`src/rtl/branch_resolve_unit.sv`:
```
// ============================================================================
//  Module      : branch_resolve_unit
//  Description : Condition-code register, conditional branch evaluation, PC
//                redirect pulse and wrong-path flush window.
//  Revision    : 1.0 - initial release
// ============================================================================
`default_nettype none

module branch_resolve_unit #(
    parameter int FLUSH_CYCLES = 2,
    parameter int PC_W         = 16
) (
    input  logic            clk,
    input  logic            rst,
    input  logic            flag_we,
    input  logic [3:0]      flag_in,
    input  logic            br_valid,
    input  logic [2:0]      br_cond,
    input  logic [PC_W-1:0] br_target,
    input  logic            stall_in,
    output logic            br_ready,
    output logic            taken,
    output logic [PC_W-1:0] target_pc,
    output logic            flush,
    output logic [3:0]      flags
);

    localparam logic [3:0] c_cnt_load = 4'(FLUSH_CYCLES - 1);

    localparam logic [2:0] c_be     = 3'd0;
    localparam logic [2:0] c_blt    = 3'd1;
    localparam logic [2:0] c_ble    = 3'd2;
    localparam logic [2:0] c_bne    = 3'd3;
    localparam logic [2:0] c_always = 3'd7;

    typedef enum logic [0:0] {
        IDLE  = 1'b0,
        FLUSH = 1'b1
    } state_t;

    state_t          r_state, w_state_nxt;
    logic [3:0]      r_cnt, w_cnt_nxt;
    logic [3:0]      r_flags;
    logic            r_taken;
    logic [PC_W-1:0] r_target_pc;

    logic w_flag_wr;
    logic w_accept;
    logic w_cond_true;
    logic w_take;
    logic w_s, w_z, w_v, w_lt;

    // Writes arriving during the flush window belong to squashed instructions.
    assign w_flag_wr = flag_we && !stall_in && (r_state != FLUSH);
    assign br_ready  = (r_state == IDLE) && !stall_in;
    assign w_accept  = br_valid && br_ready;

    // Same-cycle bypass lets a branch see the flags its predecessor just produced.
    assign w_s  = w_flag_wr ? flag_in[3] : r_flags[3];
    assign w_z  = w_flag_wr ? flag_in[2] : r_flags[2];
    assign w_v  = w_flag_wr ? flag_in[0] : r_flags[0];
    assign w_lt = w_s ^ w_v;

    always_comb begin
        w_cond_true = 1'b0;
        case (br_cond)
            c_be:     w_cond_true = w_z;
            c_blt:    w_cond_true = w_lt;
            c_ble:    w_cond_true = w_z | w_lt;
            c_bne:    w_cond_true = !w_z;
            c_always: w_cond_true = 1'b1;
            default:  w_cond_true = 1'b0;
        endcase
    end

    assign w_take = w_accept && w_cond_true;

    always_comb begin
        w_state_nxt = r_state;
        w_cnt_nxt   = r_cnt;
        case (r_state)
            IDLE: begin
                if (w_take) begin
                    w_state_nxt = FLUSH;
                    w_cnt_nxt   = c_cnt_load;
                end
            end
            FLUSH: begin
                if (!stall_in) begin
                    if (r_cnt == 4'd0) begin
                        w_state_nxt = IDLE;
                    end else begin
                        w_cnt_nxt = r_cnt - 4'd1;
                    end
                end
            end
            default: begin
                w_state_nxt = IDLE;
                w_cnt_nxt   = 4'd0;
            end
        endcase
    end

    always_ff @(posedge clk or posedge rst) begin
        if (rst) begin
            r_state <= IDLE;
            r_cnt   <= 4'd0;
        end else begin
            r_state <= w_state_nxt;
            r_cnt   <= w_cnt_nxt;
        end
    end

    always_ff @(posedge clk or posedge rst) begin
        if (rst) begin
            r_flags     <= 4'b0000;
            r_taken     <= 1'b0;
            r_target_pc <= '0;
        end else begin
            if (w_flag_wr) begin
                r_flags <= flag_in;
            end
            r_taken <= w_take;
            if (w_take) begin
                r_target_pc <= br_target;
            end
        end
    end

    assign taken     = r_taken;
    assign target_pc = r_target_pc;
    assign flush     = (r_state == FLUSH);
    assign flags     = r_flags;

endmodule

`default_nettype wire
```
`config.mk`:
```
export PLATFORM = sky130hd
export DESIGN_NAME = branch_resolve_unit
export DESIGN_NICKNAME = d
export VERILOG_FILES = /design/src/rtl/branch_resolve_unit.sv
export SDC_FILE = /design/constraint.sdc
export NUM_CORES = 1
export LEC_CHECK = 0
export CAP_MARGIN = 15
export CORE_MARGIN = 2
export CORE_UTILIZATION = 45
export DETAILED_ROUTE_END_ITERATION = 16
export MAX_ROUTING_LAYER = met4
export PLACE_DENSITY = 0.83
export SYNTH_ARGS = -nofsm -noshare
export SYNTH_HDL_FRONTEND = slang
export SYNTH_SLANG_ARGS = --single-unit
```
`constraint.sdc`:
```
create_clock -name clk -period 3.3 [get_ports clk]
set_input_delay 0.66 -clock clk [delete_from_list [all_inputs] [get_ports clk]]
set_output_delay 0.66 -clock clk [all_outputs]
set_load 0.05 [all_outputs]
```
==> results of run 1 <==
metal layers:
layer	vias up	wire length (µm)	global-route usage, %
met5	-	0	-
met4	0	12	3.06
met3	2	137	4.88
met2	27	1270	28.9
met1	428	1010	20.5
li1	427	-	-
cell usage after synthesis:
cell type,instances,area share [%]
ha_1,1,1.0
dfrtp_1,26,54
o22ai_2,2,2.1
o21ai_0,3,1.2
nor3_1,2,0.83
nor3b_4,1,1.5
nand3_1,5,2.1
or2_2,1,0.52
mux2_4,7,8.7
xor2_1,2,1.4
nand2b_1,3,1.5
mux2_2,12,11
o311ai_0,2,1.4
buf_6,2,1.9
nor2_1,7,2.2
nand2_1,4,1.2
inv_1,7,2.2
o21ai_4,1,1.3
mux2i_1,3,2.5
xnor2_1,1,0.72
a221oi_1,1,0.72
layout by cell type (no fill, tap or decap), drive strengths merged:
cell / count
clkdlybuf4s50: 49
dfrtp: 26
mux2: 19
nor2: 7
inv: 7
nand3: 5
nand2: 4
o21ai: 4
mux2i: 3
nand2b: 3
clkbuf: 3
xor2: 2
o22ai: 2
nor3: 2
o311ai: 2
buf: 2
nor3b: 1
or2: 1
xnor2: 1
a221oi: 1
ha: 1
cells by family (layout without fill, tap and decap cells):
group	Yosys count	after routing	share of synthesized area [%]
flops	26	26	53.7
simple gates	23	23	9.92
mux	22	22	22.3
compound gates	9	9	6.82
buf+inv	9	61	4.03
xor+xnor	3	3	2.17
fa+ha+maj	1	1	1.03
per-stage QoR:
step	setup WS [ns]	instances	hold WS [ns]	power [µW]
after floorplan	0.850	93	0.509	969
after global placement	0.411	172	0.489	1200
after detailed placement	0.278	172	0.498	1220
after CTS	0.613	175	0.531	1340
after global routing	0.494	175	0.541	1400
final	0.611	175	0.521	1330
cell type report:
type	instances	area [µm²]	share of cell area [%]
clock buffer	3	22.5	1.27
inverter	7	26.3	1.49
multi-input combinational	58	512	29.0
sequential	26	651	36.8
tap	30	37.5	2.12
timing repair buffer	51	518	29.3
where the power goes:
group / switching [µW] / internal (µW)
Combinational: 428 / 284
Clock: 82.7 / 42.6
Sequential: 72.4 / 420
Total: 583 / 747
flip-flops by register name, indices dropped and copies added, names as in the netlist:
name / flops
target_pc: 16
flags: 4
flush: 1
r_cnt: 4
taken: 1
critical path: cells and delay by family:
kind            cells  cell delay (ns)
mux                 2             0.71
compound gates      2             0.35
simple gates        1             0.43
buf+inv             2             0.74
worst paths after layout:
kind,startpoint,end,slack (ns),cells after the start
setup / recovery,stall_in,target_pc[12],0.61,7
setup reg to reg,flush,target_pc[12],1.02,6
hold reg to reg,target_pc[8],target_pc[8],0.52,1
min in group asynchronous,rst,target_pc[5],0.84,2
max in group asynchronous,rst,flags[1],1.88,2
hold / removal,target_pc[8],target_pc[8],0.52,1
==> results.sh, run 1 <==
export IMPL_status="finished clean"
export IMPL_ys_seq_area_share_pct=53.7
export IMPL_drcViolationCount=0
export IMPL_ir_drop_mv=0.507
export IMPL_tritoncts="yes"
export IMPL_wl_per_cell_um=13.9
export IMPL_crit_type="primary input to flop"
export IMPL_clockBufferDepth=2
export IMPL_finalCritPeriodShare_pct=81.5
export IMPL_final_nets=176
export IMPL_endpoint_kind="flop"
export IMPL_setup_violations=0
export IMPL_final_antenna_net_count=0
export IMPL_fillers=185
export IMPL_finalHoldViolCount=0
export IMPL_gp_congestion=0.882
export IMPL_drive_gt1_share_pct=20.0
export IMPL_gr_usage_all_layers_pct=17.0
export IMPL_syn_area_um2=1210
export IMPL_critPathRequiredTime_ns=3.50
export IMPL_totalWireLength_um=2430
export IMPL_routed_via_count=884
export IMPL_slowest_delay_ns=0.55
export IMPL_io_buffers=50
export IMPL_fmax_mhz=372
export IMPL_cts_htree_levels=1
export IMPL_numCtsBuffers=3
export IMPL_tightest_slew_ns=0.933
export IMPL_worstPathArrival_ns=2.89
export IMPL_yosysWarningCount=0
export IMPL_fp_dieW_um=55.9
export IMPL_clock_sinks=26
export IMPL_p_per_area_nw_per_um2=753
export IMPL_p_leak_uw=0.000821
export IMPL_num_rows=18
export IMPL_initial_core_util_pct=48.0
export IMPL_gr_total_overflow=0
export IMPL_cts_root_buf="clkbuf_4"
export IMPL_syn_instance_count=93
export IMPL_cap_violations=0
export IMPL_final_min_clock_period_ns=2.69
export IMPL_cp_slowest_cell="clkdlybuf4s50_1"
export IMPL_synth_cell_types=21
export IMPL_placed_area_um2=1740
export IMPL_dieArea_um2=3120
export IMPL_fin_skew_ns=0.0107
export IMPL_cp_cell_sequence="clkdlybuf4s50_1, nor3b_4, mux2i_1, o22ai_2, o21ai_4, buf_12, mux2_2"
export IMPL_grt_pass1_wl_um=4170
export IMPL_grt_max_degree=27
export IMPL_worstPathMaxFanout=19
export IMPL_core_area_um2=2520
export IMPL_ys_ff_latch=26
export IMPL_start_kind="primary input"
export IMPL_firstDrtPassIters=4
export IMPL_antenna_found_initial=0
export IMPL_grt_setup_unrepaired="no"
export IMPL_final_max_slew_viol_count=0
export IMPL_synth_nets=122
export IMPL_drt_vias_per_instance=5.05
export IMPL_fin_area_um2=1770
export IMPL_postLayoutCoreUtil_pct=70.0
export IMPL_die_h_um=55.9
export IMPL_syn_to_final_growth_pct=45.9
export IMPL_relSlewSlack_pct=37.7
export IMPL_drt_iter0_drc=12
export IMPL_cts_resized=0
export IMPL_path_clk_slew_ns=0.12
export IMPL_syn_avg_cell_area_um2=13.0
export IMPL_post_cts_buffers=0
export IMPL_ios=51
export IMPL_fin_tns_setup_ns=0
export IMPL_hold_class="flop to flop"
export IMPL_cts_hold_buf=0
export IMPL_grt_pass1_vias=950
export IMPL_clkLatencyLatePin_ns=0.31
export IMPL_n_antenna_cell=0
export IMPL_hpwl_um=1910
Note: power is estimated with default switching activity, not from simulation.
==> run 2, diff against run 1 <==
--- a/config.mk
+++ b/config.mk
@@ -7,10 +7,10 @@
 export LEC_CHECK = 0
 export CAP_MARGIN = 15
 export CORE_MARGIN = 2
-export CORE_UTILIZATION = 45
+export CORE_UTILIZATION = 42
 export DETAILED_ROUTE_END_ITERATION = 16
 export MAX_ROUTING_LAYER = met4
-export PLACE_DENSITY = 0.83
+export PLACE_DENSITY = 0.78
 export SYNTH_ARGS = -nofsm -noshare
 export SYNTH_HDL_FRONTEND = slang
 export SYNTH_SLANG_ARGS = --single-unit
==> constraint.sdc (replaced) <==
create_clock -name clk -period 2.5 [get_ports clk]
set_input_delay 0.5 -clock clk [delete_from_list [all_inputs] [get_ports clk]]
set_output_delay 0.5 -clock clk [all_outputs]
set_load 0.05 [all_outputs]
==> run 2 against run 1 <==
  * Clock-buffer cell count unchanged
  * Clock power increased by 130%
  * Sequential share of layout area decreased by 1.6 points
  * Wire length increased by 5.3%
  * Critical path depth unchanged
  * Hold slack improved by 0.0076 ns
  * Largest cell class unchanged
  * Largest power group unchanged
==> results.sh, run 2 (synthesis gave the netlist of run 1 again) <==
export IMPL_place_worst_setup_slack_ns=-0.135
export IMPL_final_max_slew_viol_count=0
export IMPL_core_area_um2=2760
export IMPL_min_delay_start="target_pc[1]"
export IMPL_fin_tns_setup_ns=0
export IMPL_numCtsBuffers=3
export IMPL_postLayoutCoreUtil_pct=67.0
export IMPL_p_per_area_nw_per_um2=1020
export IMPL_largest_register_ffs=16
export IMPL_final_antenna_net_count=0
export IMPL_r2r_cells=6
export IMPL_finalCritPeriodShare_pct=90.9
export IMPL_layout_common_cells="clkdlybuf4s50_1 (49), dfrtp_1 (26), mux2_2 (12)"
export IMPL_grt_max_degree=20
export IMPL_gr_usage_all_layers_pct=17.3
export IMPL_drt_iter0_drc=15
export IMPL_final_min_clock_period_ns=2.27
export IMPL_totalWireLength_um=2560
export IMPL_slowest_delay_ns=0.46
export IMPL_fin_ws_ns=0.228
export IMPL_endpoint_kind="flop"
export IMPL_relSlewSlack_pct=53.5
export IMPL_finalHoldViolCount=0
export IMPL_cts_hold_buf=0
export IMPL_setup_violations=0
export IMPL_crit_type="primary input to flop"
export IMPL_gp_congestion=0.672
export IMPL_cts_resized=0
export IMPL_worstPathMaxFanout=19
export IMPL_post_cts_buffers=0
export IMPL_firstDrtPassIters=4
export IMPL_final_nets=181
export IMPL_cts_root_buf="clkbuf_4"
export IMPL_die_h_um=57.7
export IMPL_start_kind="primary input"
export IMPL_final_common_cell="clkdlybuf4s50_1"
export IMPL_cts_htree_levels=1
export IMPL_hold_class="flop to flop"
export IMPL_routed_via_count=925
export IMPL_whs_endpoint="target_pc[1]"
export IMPL_num_rows=19
export IMPL_fp_dieW_um=57.7
export IMPL_whs_path_depth=1
export IMPL_drt_vias_per_instance=5.08
export IMPL_fin_skew_ns=0.00378
export IMPL_gr_total_overflow=0
export IMPL_grt_pass1_wl_um=4310
export IMPL_io_buffers=50
export IMPL_critPathRequiredTime_ns=2.71
export IMPL_status="finished clean"
export IMPL_drcViolationCount=0
export IMPL_grt_setup_unrepaired="no"
export IMPL_tightest_slew_ns=0.697
export IMPL_dieArea_um2=3330
export IMPL_grt_pass1_vias=996
export IMPL_clkLatencyLatePin_ns=0.31
export IMPL_path_clk_slew_ns=0.14
export IMPL_tritoncts="yes"
export IMPL_r2r_end="target_pc[7]"
export IMPL_worstPathArrival_ns=2.48
export IMPL_ios=51
export IMPL_drive_gt1_share_pct=23.2
export IMPL_syn_to_final_growth_pct=52.6
export IMPL_antenna_found_initial=0
export IMPL_cap_violations=0
export IMPL_wl_per_cell_um=14.1
export IMPL_cp_cell_sequence="clkdlybuf4s50_1, nor3b_4, mux2i_1, o22ai_2, o21ai_4, buf_12, mux2_2"
export IMPL_clockBufferDepth=2
export IMPL_ir_drop_mv=0.745
export IMPL_clock_sinks=26
export IMPL_power_uw=1880
export IMPL_rr_startpoint="flush"
export IMPL_n_antenna_cell=0
export IMPL_p_leak_uw=0.000863
export IMPL_cp_slowest_cell="clkdlybuf4s50_1"
export IMPL_initial_core_util_pct=43.9
export IMPL_fmax_mhz=440
export IMPL_hpwl_um=2050
export IMPL_reg2reg_slack_ns=0.36
==> run 2: worst max-delay path: cells and delay by family <==
family,cells,cell delay [ns]
multiplexers,2,0.69
buffers and inverters,2,0.65
AND/OR/NAND/NOR,1,0.29
AO/OA/AOI/OAI,2,0.36
==> run 2: report_power, final <==
part	internal, µW	total (µW)	switching (µW)	leakage (µW)
sequential	555	650	95.4	0.000339
combinational	384	950	566	0.000497
clock	162	283	121	0.0000279
total	1100	1880	783	0.000863
==> run 2: area by class of cell <==
class	count	area [µm²]
multi-input cells	58	512
flip-flops and latches	26	651
fillers	227	910
clock buffers	3	22.5
clock inverters	1	30.0
repair buffers	56	568
well taps	31	38.8
inverters	7	26.3
==> run 2: metrics by stage <==
stage	hold WS, ns	instance area (µm²)	instances
after floorplan	0.509	1210	93
after global placement	0.493	1800	178
after detailed placement	0.502	1800	178
after CTS	0.533	1850	182
after global routing	0.551	1850	182
final	0.529	1850	182
==> run 2: worst max-delay path by stage <==
stage	slack, ns	from	depth (start not counted)	to
finish	0.23	stall_in	7	target_pc[7]
global route	0.16	stall_in	7	target_pc[11]
CTS	0.22	stall_in	7	target_pc[10]
detailed placement	-0.14	stall_in	7	target_pc[7]
global placement	-0.06	stall_in	7	target_pc[14]
floorplan	0.11	flush	6	target_pc[0]
==> run 2: routing by layer <==
layer | track usage, % | share of wire, % | up-vias
met5 | - | 0 | -
met3 | 2.23 | 4.5 | 2
met4 | 5.98 | 0.66 | 0
li1 | - | - | 437
met1 | 21.1 | 44 | 457
met2 | 29.7 | 51 | 29
==> run 3, diff against run 2 <==
--- a/config.mk
+++ b/config.mk
@@ -6,11 +6,12 @@
 export NUM_CORES = 1
 export LEC_CHECK = 0
 export CAP_MARGIN = 15
-export CORE_MARGIN = 2
-export CORE_UTILIZATION = 42
+export CORE_MARGIN = 1
+export CORE_UTILIZATION = 38
 export DETAILED_ROUTE_END_ITERATION = 16
 export MAX_ROUTING_LAYER = met4
-export PLACE_DENSITY = 0.78
+export PLACE_DENSITY = 0.75
+export SLEW_MARGIN = 20
 export SYNTH_ARGS = -nofsm -noshare
 export SYNTH_HDL_FRONTEND = slang
 export SYNTH_SLANG_ARGS = --single-unit
==> constraint.sdc (replaced) <==
create_clock -name clk -period 1.87 [get_ports clk]
set_input_delay 0.374 -clock clk [delete_from_list [all_inputs] [get_ports clk]]
set_output_delay 0.374 -clock clk [all_outputs]
set_load 0.05 [all_outputs]
==> run 3 against run 2 <==
  * The flow now finishes with violations (negative setup slack)
  * Non-clock buffer count up 6
  * Clock skew grew 0.0015 ns
  * Global-route usage increased by 0.064 points
  * Utilization shrank 2.5 points
  * Setup slack lost 0.40 ns
  * Flip-flop and latch count did not move
  * Cell area is 5.7% higher
  * Sequential share of layout area shrank 1.8 points
  * Via count rose by 3.2%
  * Register-to-register slack got worse by 0.53 ns
  * Clock power is 5% lower
  * Power is 33% higher
==> results.sh, run 3 (synthesis gave the netlist of run 1 again) <==
export IMPL_endpoint_kind="flop"
export IMPL_final_nets=187
export IMPL_finalCritPeriodShare_pct=109
export IMPL_power_uw=2500
export IMPL_grt_setup_unrepaired="yes"
export IMPL_grt_pass1_wl_um=4300
export IMPL_cp_cell_sequence="nor3b_4, mux2i_2, o22ai_2, o21ai_4, buf_6, mux2_2"
export IMPL_path_delay_family="multiplexers"
export IMPL_fin_ws_ns=-0.175
export IMPL_hpwl_um=2060
export IMPL_initial_core_util_pct=40.0
export IMPL_hold_class="primary input to async pin"
export IMPL_dieArea_um2=3420
export IMPL_grt_pass1_vias=936
export IMPL_final_max_slew_viol_count=0
export IMPL_fillers=236
export IMPL_wl_per_cell_um=13.4
export IMPL_finalHoldViolCount=0
export IMPL_gr_usage_all_layers_pct=17.4
export IMPL_ff_latch_area_um2=652
export IMPL_p_leak_uw=0.00107
export IMPL_cts_htree_levels=1
export IMPL_fin_tns_setup_ns=-2.48
export IMPL_slowest_delay_ns=0.45
export IMPL_fp_dieW_um=58.5
export IMPL_numCtsBuffers=3
export IMPL_p_per_area_nw_per_um2=1280
export IMPL_whs_ns=0.392
export IMPL_worstPathArrival_ns=2.25
export IMPL_fin_cells=201
export IMPL_path_clk_slew_ns=0.13
export IMPL_antenna_found_initial=0
export IMPL_final_antenna_net_count=0
export IMPL_multiInputGateArea_um2=582
export IMPL_fin_skew_ns=0.00532
export IMPL_final_min_clock_period_ns=2.04
export IMPL_post_place_cells=194
export IMPL_setup_violations=20
export IMPL_clkLatencyLatePin_ns=0.31
export IMPL_core_area_um2=3030
export IMPL_clockBufferDepth=2
export IMPL_syn_to_final_growth_pct=61.3
export IMPL_layout_common_cells="dfrtp_1 (25), clkdlybuf4s50_1 (25), buf_4 (18), mux2_4 (14), dlygate4sd2_1 (9)"
export IMPL_place_worst_setup_slack_ns=-0.663
export IMPL_status="finished with violations"
export IMPL_gp_congestion=0.851
export IMPL_relSlewSlack_pct=65.6
export IMPL_drt_iter0_drc=25
export IMPL_fmax_mhz=489
export IMPL_num_rows=20
export IMPL_cp_num_buf_inv=1
export IMPL_largest_register_ffs=16
export IMPL_routed_via_count=955
export IMPL_io_buffers=50
export IMPL_critPathRequiredTime_ns=2.08
export IMPL_drt_vias_per_instance=4.75
export IMPL_totalWireLength_um=2700
export IMPL_ir_drop_mv=0.669
export IMPL_clock_sinks=26
export IMPL_worstPathMaxFanout=7
export IMPL_start_kind="flop"
export IMPL_cap_violations=0
export IMPL_cts_root_buf="clkbuf_4"
export IMPL_tightest_slew_ns=0.515
export IMPL_cp_slowest_cell="dfrtp_2"
export IMPL_failed_checks="negative setup slack"
export IMPL_tritoncts="yes"
export IMPL_drive_gt1_share_pct=36.9
export IMPL_ios=51
export IMPL_die_h_um=58.5
export IMPL_crit_type="flop to flop"
export IMPL_drcViolationCount=0
export IMPL_n_antenna_cell=0
export IMPL_firstDrtPassIters=4
export IMPL_gr_total_overflow=0
export IMPL_grt_max_degree=27
run 3: final timing paths:
check / start / end / slack (ns) / depth (start not counted)
setup / recovery: flush / target_pc[13] / -0.17 / 6
hold / removal: rst / taken / 0.39 / 3
setup reg to reg: flush / target_pc[13] / -0.17 / 6
hold reg to reg: target_pc[12] / target_pc[12] / 0.51 / 1
max in group asynchronous: rst / flush / 1.22 / 3
min in group clk: target_pc[12] / target_pc[12] / 0.51 / 1
run 3: metal layers:
metal / part of all wire [%] / routed length, µm / track usage (%)
met2: 50 / 1360 / 29.2
met3: 5.6 / 151 / 2.64
met4: 0.63 / 17 / 7.14
met5: 0 / 0 / -
met1: 43 / 1170 / 21.0
run 3: cell type report:
type / instances / area share [%]
multi-input combinational: 58 / 29.8
clock buffer: 4 / 1.86
sequential: 26 / 33.4
tap: 44 / 2.82
inverter: 7 / 1.35
timing repair buffer: 62 / 30.8
run 3: worst reg2reg max path, stage by stage, from the launching register on:
cell	delay (ns)
dfrtp_2	0.45
nor3b_4	0.32
mux2i_2	0.32
o22ai_2	0.12
o21ai_4	0.22
buf_6	0.18
mux2_2	0.34
run 3: stage by stage:
stage          area [µm²]  util [%]
2_1_floorplan        1220         -
3_3_place_gp         1830      60.3
3_5_place_dp         1830      60.3
4_1_cts              1900      62.9
5_1_grt              1950      64.5
6_report             1950      64.5
run 3: timing repair:
action | in CTS | in global routing
pin swaps | 2 | 2
buffers inserted | 2 | 1
hold buffers | 0 | 0
resized for setup | 20 | 12
endpoints found under the setup margin | 27 | 28
run 3: power breakdown:
part / internal, µW / switching (µW) / total [µW]
Clock: 119 / 152 / 270
Sequential: 742 / 118 / 861
Combinational: 548 / 823 / 1370
